===== src/rtl/shader_issue_sched.sv =====
// Round-robin issue scheduler sharing one shader_core instruction port between NUM_REQ streams.
// Optional saturating issue counter on issue_count when SHADER_SCHED_STATS_EN is defined.
module shader_issue_sched #(
  parameter int                 NUM_REQ   = 4,
  parameter int                 INSTR_W   = 16,
  parameter int                 QUANTUM   = 4,
  parameter logic [INSTR_W-1:0] NOP_INSTR = 16'h6000,
  localparam int                IDW       = (NUM_REQ > 1) ? $clog2(NUM_REQ) : 1
) (
  input  logic                       clk,
  input  logic                       rst_n,
  input  logic                       enable,
  input  logic [NUM_REQ-1:0]         req_valid,
  input  logic [NUM_REQ*INSTR_W-1:0] req_instr,
  output logic [NUM_REQ-1:0]         req_ready,
  output logic [INSTR_W-1:0]         core_instr,
  output logic                       core_issue,
  output logic [IDW-1:0]             grant_id,
  output logic                       busy,
  output logic [15:0]                issue_count
);

  localparam int QW = $clog2(QUANTUM + 1);

  typedef enum logic {IDLE, ISSUE} state_t;

  state_t             state_q;
  logic [IDW-1:0]     owner_q;
  logic [IDW-1:0]     lastOwner_q;
  logic [QW-1:0]      qcnt_q;
  logic [QW-1:0]      qcnt_d;
  logic [INSTR_W-1:0] coreInstr_q;
  logic               coreIssue_q;

  logic [IDW-1:0]     pick_d;
  logic               pickValid;
  logic [IDW-1:0]     scanIdx;
  logic               canIssue;
  logic               handshake;
  logic [INSTR_W-1:0] ownerInstr;

  // Scan upward from the slot after the last owner; power-of-two NUM_REQ makes the wrap free.
  always_comb begin
    pick_d    = '0;
    pickValid = 1'b0;
    scanIdx   = '0;
    for (int k = 0; k < NUM_REQ; k++) begin
      scanIdx = lastOwner_q + IDW'(k + 1);
      if (!pickValid && req_valid[scanIdx]) begin
        pickValid = 1'b1;
        pick_d    = scanIdx;
      end
    end
  end

  assign canIssue   = (state_q == ISSUE) && enable && (qcnt_q < QW'(QUANTUM));
  assign handshake  = canIssue && req_valid[owner_q];
  assign ownerInstr = req_instr[owner_q*INSTR_W +: INSTR_W];
  assign qcnt_d     = qcnt_q + QW'(1);

  always_comb begin
    req_ready = '0;
    if (canIssue) begin
      req_ready[owner_q] = 1'b1;
    end
  end

  // Any cycle without a handshake drops a NOP onto the core, since the core writes rd unconditionally.
  always_ff @(posedge clk or negedge rst_n) begin
    if (!rst_n) begin
      state_q     <= IDLE;
      owner_q     <= '0;
      lastOwner_q <= IDW'(NUM_REQ - 1);
      qcnt_q      <= '0;
      coreInstr_q <= NOP_INSTR;
      coreIssue_q <= 1'b0;
    end else begin
      coreInstr_q <= handshake ? ownerInstr : NOP_INSTR;
      coreIssue_q <= handshake;
      case (state_q)
        IDLE: begin
          if (enable && pickValid) begin
            owner_q     <= pick_d;
            lastOwner_q <= pick_d;
            qcnt_q      <= '0;
            state_q     <= ISSUE;
          end
        end
        ISSUE: begin
          if (handshake) begin
            qcnt_q <= qcnt_d;
            if (qcnt_d == QW'(QUANTUM)) begin
              state_q <= IDLE;
            end
          end else begin
            state_q <= IDLE;
          end
        end
        default: state_q <= IDLE;
      endcase
    end
  end

  assign core_instr = coreInstr_q;
  assign core_issue = coreIssue_q;
  assign grant_id   = owner_q;
  assign busy       = (state_q == ISSUE);

`ifdef SHADER_SCHED_STATS_EN
  logic [15:0] issueCount_q;

  // Saturates rather than wraps so a long run never reports a misleadingly small total.
  always_ff @(posedge clk or negedge rst_n) begin
    if (!rst_n) begin
      issueCount_q <= 16'h0000;
    end else if (handshake && (issueCount_q != 16'hFFFF)) begin
      issueCount_q <= issueCount_q + 16'd1;
    end
  end

  assign issue_count = issueCount_q;
`else
  assign issue_count = 16'h0000;
`endif

endmodule


===== config.mk =====
export PLATFORM = sky130hd
export DESIGN_NAME = shader_issue_sched
export DESIGN_NICKNAME = d
export VERILOG_FILES = /design/src/rtl/shader_issue_sched.sv
export SDC_FILE = /design/constraint.sdc
export NUM_CORES = 1
export LEC_CHECK = 0
export ABC_AREA = 1
export CORE_UTILIZATION = 37
export CTS_CLUSTER_SIZE = 24
export DETAILED_ROUTE_END_ITERATION = 10
export HOLD_SLACK_MARGIN = 0.1
export MAX_ROUTING_LAYER = met4
export PLACE_DENSITY = 0.78
export SLEW_MARGIN = 20
export SYNTH_ARGS = -nofsm -noshare
export SYNTH_HDL_FRONTEND = slang
export SYNTH_SLANG_ARGS = --single-unit

===== constraint.sdc =====
create_clock -name clk -period 1.8 [get_ports clk]
set_input_delay 0.36 -clock clk [delete_from_list [all_inputs] [get_ports clk]]
set_output_delay 0.36 -clock clk [all_outputs]
set_load 0.01 [all_outputs]

Word-level counts from Yosys, hierarchy flattened --
Cells that the tools add are included. W data, S select, Z words.
Storage, ports and cells: logic and storage cells 64, flip-flop bits (word level) 25, bits of input ports 71, output and inout bits 40
Operators by class: muxes and demuxes 29, order comparisons 7, reductions and logical operators 13, equal/unequal tests 3, shift-type cells 1, add/sub/neg operators 4, bitwise gates (word level) 1
Operator list (count):
- $shiftx A64 B7 Y16 | 1
- $mux W16 | 1
- $lt A2 B3 Y1 const B | 5
- $mux W1 | 13
- $bmux W1 S2 | 5
- $logic_and A1 B1 Y1 | 8
- $mux W2 | 4
- $mux W3 | 2
- $pmux W3 S2 | 1
- $add A2 B2 Y2 const B | 2
- $mux W4 | 1
- $reduce_and A2 Y1 | 2
- $add A3 B1 Y3 const B | 1
- $eq A3 B3 Y1 const B | 1
- $logic_not A1 Y1 | 3
- $lt A3 B3 Y1 const B | 1
- $add A2 B1 Y2 const B | 1
- $demux W1 S2 | 1
- $ge A2 B1 Y1 const B | 1
- $ne A2 B1 Y1 const B | 1
- $ne A2 B2 Y1 const B | 1
- $pmux W1 S2 | 1
- $not A1 Y1 | 1

Depth between registers and ports, before layout --
word-level depth 16, mapped depth 12, mapped depth without buffers 11

Worst setup path after synthesis --
No wires, ideal clock.
kind register -> register, from register lastOwner_q[0], to register owner_q[1] (netlist: grant_id[1]), buffers on the path 1, library setup time 117 ps, period minus slack after synthesis 1499 ps, data arrival time 1383 ps, data required time 1683 ps, stages on the path, launching flop included 13, slack 301 ps, cell sequence dfstp_2 -> buf_6 -> inv_4 -> nand2_2 -> nand2_2 -> nand2_1 -> nand2_1 -> nor2_4 -> nand3_2 -> nand2_4 -> inv_4 -> nand2_2 -> nand2_1
On the way: longest elaborated chain between the ends 15, elaborated cells on any way between the ends 27, classes of those cells add/sub: 3; mux: 16; reduce/logical: 8
RTL lines:
- start: declaration | RTL line 29 | logic [IDW-1:0] lastOwner_q;
- start signal: assignment | RTL line 73 | lastOwner_q <= IDW'(NUM_REQ - 1);
- start signal: assignment | RTL line 84 | lastOwner_q <= pick_d;
- $add A2 B1 Y2 | RTL line 48 | scanIdx = lastOwner_q + IDW'(k + 1);
- $bmux W1 S2 | RTL line 49 | if (!pickValid && req_valid[scanIdx]) begin
- $mux W1 (not written as such) | RTL line 49
- $mux W1 | RTL line 49
- $logic_not A1 Y1 | RTL line 49
- $logic_and A1 B1 Y1 | RTL line 49
- $mux W1 | RTL line 49
- $logic_not A1 Y1 | RTL line 49
- $logic_and A1 B1 Y1 | RTL line 49
- $mux W1 | RTL line 49
- $logic_not A1 Y1 | RTL line 49
- $logic_and A1 B1 Y1 | RTL line 49
- $mux W1 | RTL line 49
- $logic_and A1 B1 Y1 | RTL line 82 | if (enable && pickValid) begin
- $reduce_and A2 Y1 (no source line)
- end signal: assignment | RTL line 83 | owner_q <= pick_d;
- end: declaration | RTL line 28 | logic [IDW-1:0] owner_q;
Parallel ways exist; a longest one is shown, timed or not. The select of a mux whose other input is x is not followed. A chain may end at the register's enable or synchronous reset.

Final worst setup path --
from register owner_q[1] (netlist: grant_id[1]), to output grant_id[1]
RTL lines:
- end: declaration | RTL line 18 | output logic [IDW-1:0] grant_id,
No word-level cell between the ends.

==> summary.txt <==
Run status
  – Result of the run: finished with violations
  – Violated checks: DRC

Synth
  – Synth cell count leaders: 89 x nand2_1, 22 x nor2_1, 21 x dfrtp_1
  – Average cell area after synthesis: around 7.5 um2
  – Post-synthesis mux area share: 0%
  – Netlist cell types: 28
  – Sequential share of the synthesized area: 36.23%
  – Complex-gate fraction of the synthesized area: 12.01%
  – Largest family of logic cells by synthesized area: simple AND/OR/NAND/NOR gates
  – Simple-Gate Fraction of Synth Area: between 30 and 40%
  – Synth Instances: 233
  – Post-synthesis adder-cell area fraction: 1.438%
  – Synth area leader: dfrtp_1
  – Top_reg_cell synth: dfrtp_1
  – Most common cell in the synthesized netlist: nand2_1
  – Yosys top cell area share: 30.19%
  – #FFs+latches synth: 25
  – Post-synthesis cell area: 0.001740 mm2
  – Post-synth EDFFs: 0
  – FFs w/ async S/R, synth: 100.0%
  – Yosys Warn Count: 0
  – Largest cells by area after synthesis: dfrtp_1 30%, nand2_1 19%, buf_4 7.3%, a221oi_1 7.0%, dfstp_2 6.0%
  – XOR/XNOR Fraction of Synth Area: 0%

Place
  – Routability cong.: between 0.8 and 0.9
  – PortBufs: 94
  – DP HPWL: 3628 um
  – Pre-CTS WS: -0.4527 ns

Hold path
  – Hold Path Class: primary input to async pin

Critical path
  – Reg2reg path depth: 11
  – Worst setup EP type: output pin
  – Worst reg2reg startpoint: lastOwner_q[0]
  – Worst EP required: approximately 1.4 ns
  – Flop2flop setup slack: 0.14 ns
  – CP Data Arrival Time: around 1.4 ns
  – Critical path class: flip-flop to output pin
  – CP Launch Type: flip-flop
  – CP max FO: 4
  – FF-to-FF End: grant_id[0]

STA
  – Hold Vio Cnt, Final: 0
  – Max transition margin: roughly 64%
  – Crit path time final: 1.720 ns
  – Final Setup Violations: 0
  – Least-Margin Pin Slew: 0.5346 ns
  – Final WS setup: about 0.080 ns
  – Clk_skew: 0.002218 ns
  – Fmax: between 0.5 and 0.6 GHz
  – Unrepaired setup endpoints after global routing: false
  – Setup TNS Final: 0 ns
  – Final Max Slew Viols: 0
  – Final Cycle Share: 95.55%

Power and ir drop
  – Final Power: 3.224 mW
  – Pleak: ~1.4 nW
  – Pwr/cell area: roughly 1200 mW/mm2
  – Peak VDD IR: 0.4202 mV

Drt
  – Initial DRC Count: 84
  – Routed Antenna Nets: 0
  – Routed length per instance: 11.87 um
  – Residual DRC count: 10
  – Final WL: approximately 4600 um
  – Via count: approximately 1800
  – Via/cell ratio: 4.745
  – Detailed Routing Iterations Pass 1: 7

Cells and area
  – Layout cells sized above 1: 16.67%
  – Nets@finish: between 400 and 500
  – Area growth, synth to finish: 59.09%
  – Diodes inserted: 0

Clock tree
  – Clk buf depth: 2
  – Skew-Pair Late Insertion Delay: ~0.27 ns
  – Clock root buffer: clkbuf_8
  – CTS Sinks: 25
  – CTS buffer count: 3
  – # hold bufs at CTS: 0
  – H-tree depth: 1
  – CTS tree: built
  – Worst-path clk slew: 0.09 ns

Floorplanning
  – Die ar.: 0.004982 mm2
  – Die height: between 70 and 80 um
  – CORE AREA: between 0.004 and 0.005 mm2
  – Cell Rows: 24
  – Top-level port count: between 100 and 150
  – Initial core utilization: 39.16%
  – Die X: 70.59 um

Global route
  – First-pass GRT wire length: 7583 um
  – Total track usage: between 10% and 20%
  – Vias in the first global route: about 1700
  – Antenna violations before repair: 0
  – Overflow after GRT: 0
  – Pin count of the biggest net entering global routing: 26

Job
  – Maxcap violations: 0
[area by class of cell]
cell class | instances | area, um2
Timing Repair Buffer | 107 | 1023
Clock inverter | 1 | 5.005
Clock buffer | 3 | 41.29
Sequential cell | 25 | 630.6
Fill cell | 395 | 1675
Tap cell | 52 | 65.06
Multi-Input combinational cell | 184 | 938.4
Inverter | 16 | 65.06
[layout by cell type (no fill, tap or decap), types with 3 or more instances in the layout]
| cell type | Yosys | final |
|---|---|---|
| nand2_1 | 89 | 89 |
| clkdlybuf4s50_1 | 0 | 89 |
| nor2_1 | 22 | 21 |
| dfrtp_1 | 21 | 21 |
| conb_1 | 1 | 16 |
| a221oi_1 | 14 | 14 |
| buf_4 | 17 | 13 |
| inv_1 | 10 | 9 |
| nand2_2 | 9 | 9 |
| nand3_1 | 6 | 6 |
| inv_2 | 4 | 5 |
| nand2_4 | 5 | 5 |
| dfstp_2 | 4 | 4 |
| a22oi_1 | 3 | 3 |
| nand4_1 | 3 | 3 |
| clkbuf_8 | 0 | 3 |
| buf_2 | 4 | 3 |
[cells by family after synthesis]
group / after synthesis
compound gates: 25
flops: 25
buf+inv: 39
fa+ha+maj: 2
simple gates: 141
other cells: 1
[layer usage]
metal	global-route usage (%)	vias up	share of wire, %
met2	34.84	80	50
met1	22.71	821	41
met3	2.564	9	6.4
li1	-	931	-
met4	6.889	0	2.0
met5	-	-	0
[where the power goes]
group	internal, mW	total, mW	leakage, nW	switching (mW)
Combinational	0.901	2.06	0.998	1.16
Sequential	0.707	0.829	0.329	0.122
Clock	0.155	0.335	0.0255	0.180
Total	1.76	3.22	1.35	1.46
[critical path, stage by stage, from the launching register on]
cell and delay, ns:
dfrtp_1 0.42, buf_4 0.15, clkdlybuf4s50_1 0.53
[flip-flops by register name (all words and copies together), names as in the netlist]
signal / count
busy: 1
lastOwner_q: 2
grant_id: 2
qcnt_q: 3
core_issue: 1
core_instr: 16
[worst max path at each step]
stage | depth (start not counted) | end | slack [ns] | from
2_1_floorplan | 12 | grant_id[1] | 0.30 | lastOwner_q[0]
3_3_place_gp | 6 | req_ready[2] | -0.45 | enable
3_5_place_dp | 6 | req_ready[2] | -0.45 | enable
4_1_cts | 2 | grant_id[1] | 0.08 | grant_id[1]
5_1_grt | 11 | grant_id[1] | 0.03 | lastOwner_q[0]
6_report | 2 | grant_id[1] | 0.08 | grant_id[1]
[stage by stage]
stage	instances	util (%)	hold WS, ns	instance area [um2]
3_5_place_dp	383	61.26	0.5107	2723
2_1_floorplan	248	-	0.06441	1797
5_1_grt	388	62.30	0.4771	2769
6_report	388	62.30	0.4549	2769
3_3_place_gp	383	61.26	0.5059	2723
4_1_cts	388	62.30	0.4635	2769
[what timing repair did]
item	4_1_cts	5_1_grt
gates resized for setup	19	1
endpoints found under the hold margin	0	0
pin swaps	1	0
endpoints found under the setup margin	4	3
setup buffers	1	0
(Power assumes the default switching activity.)
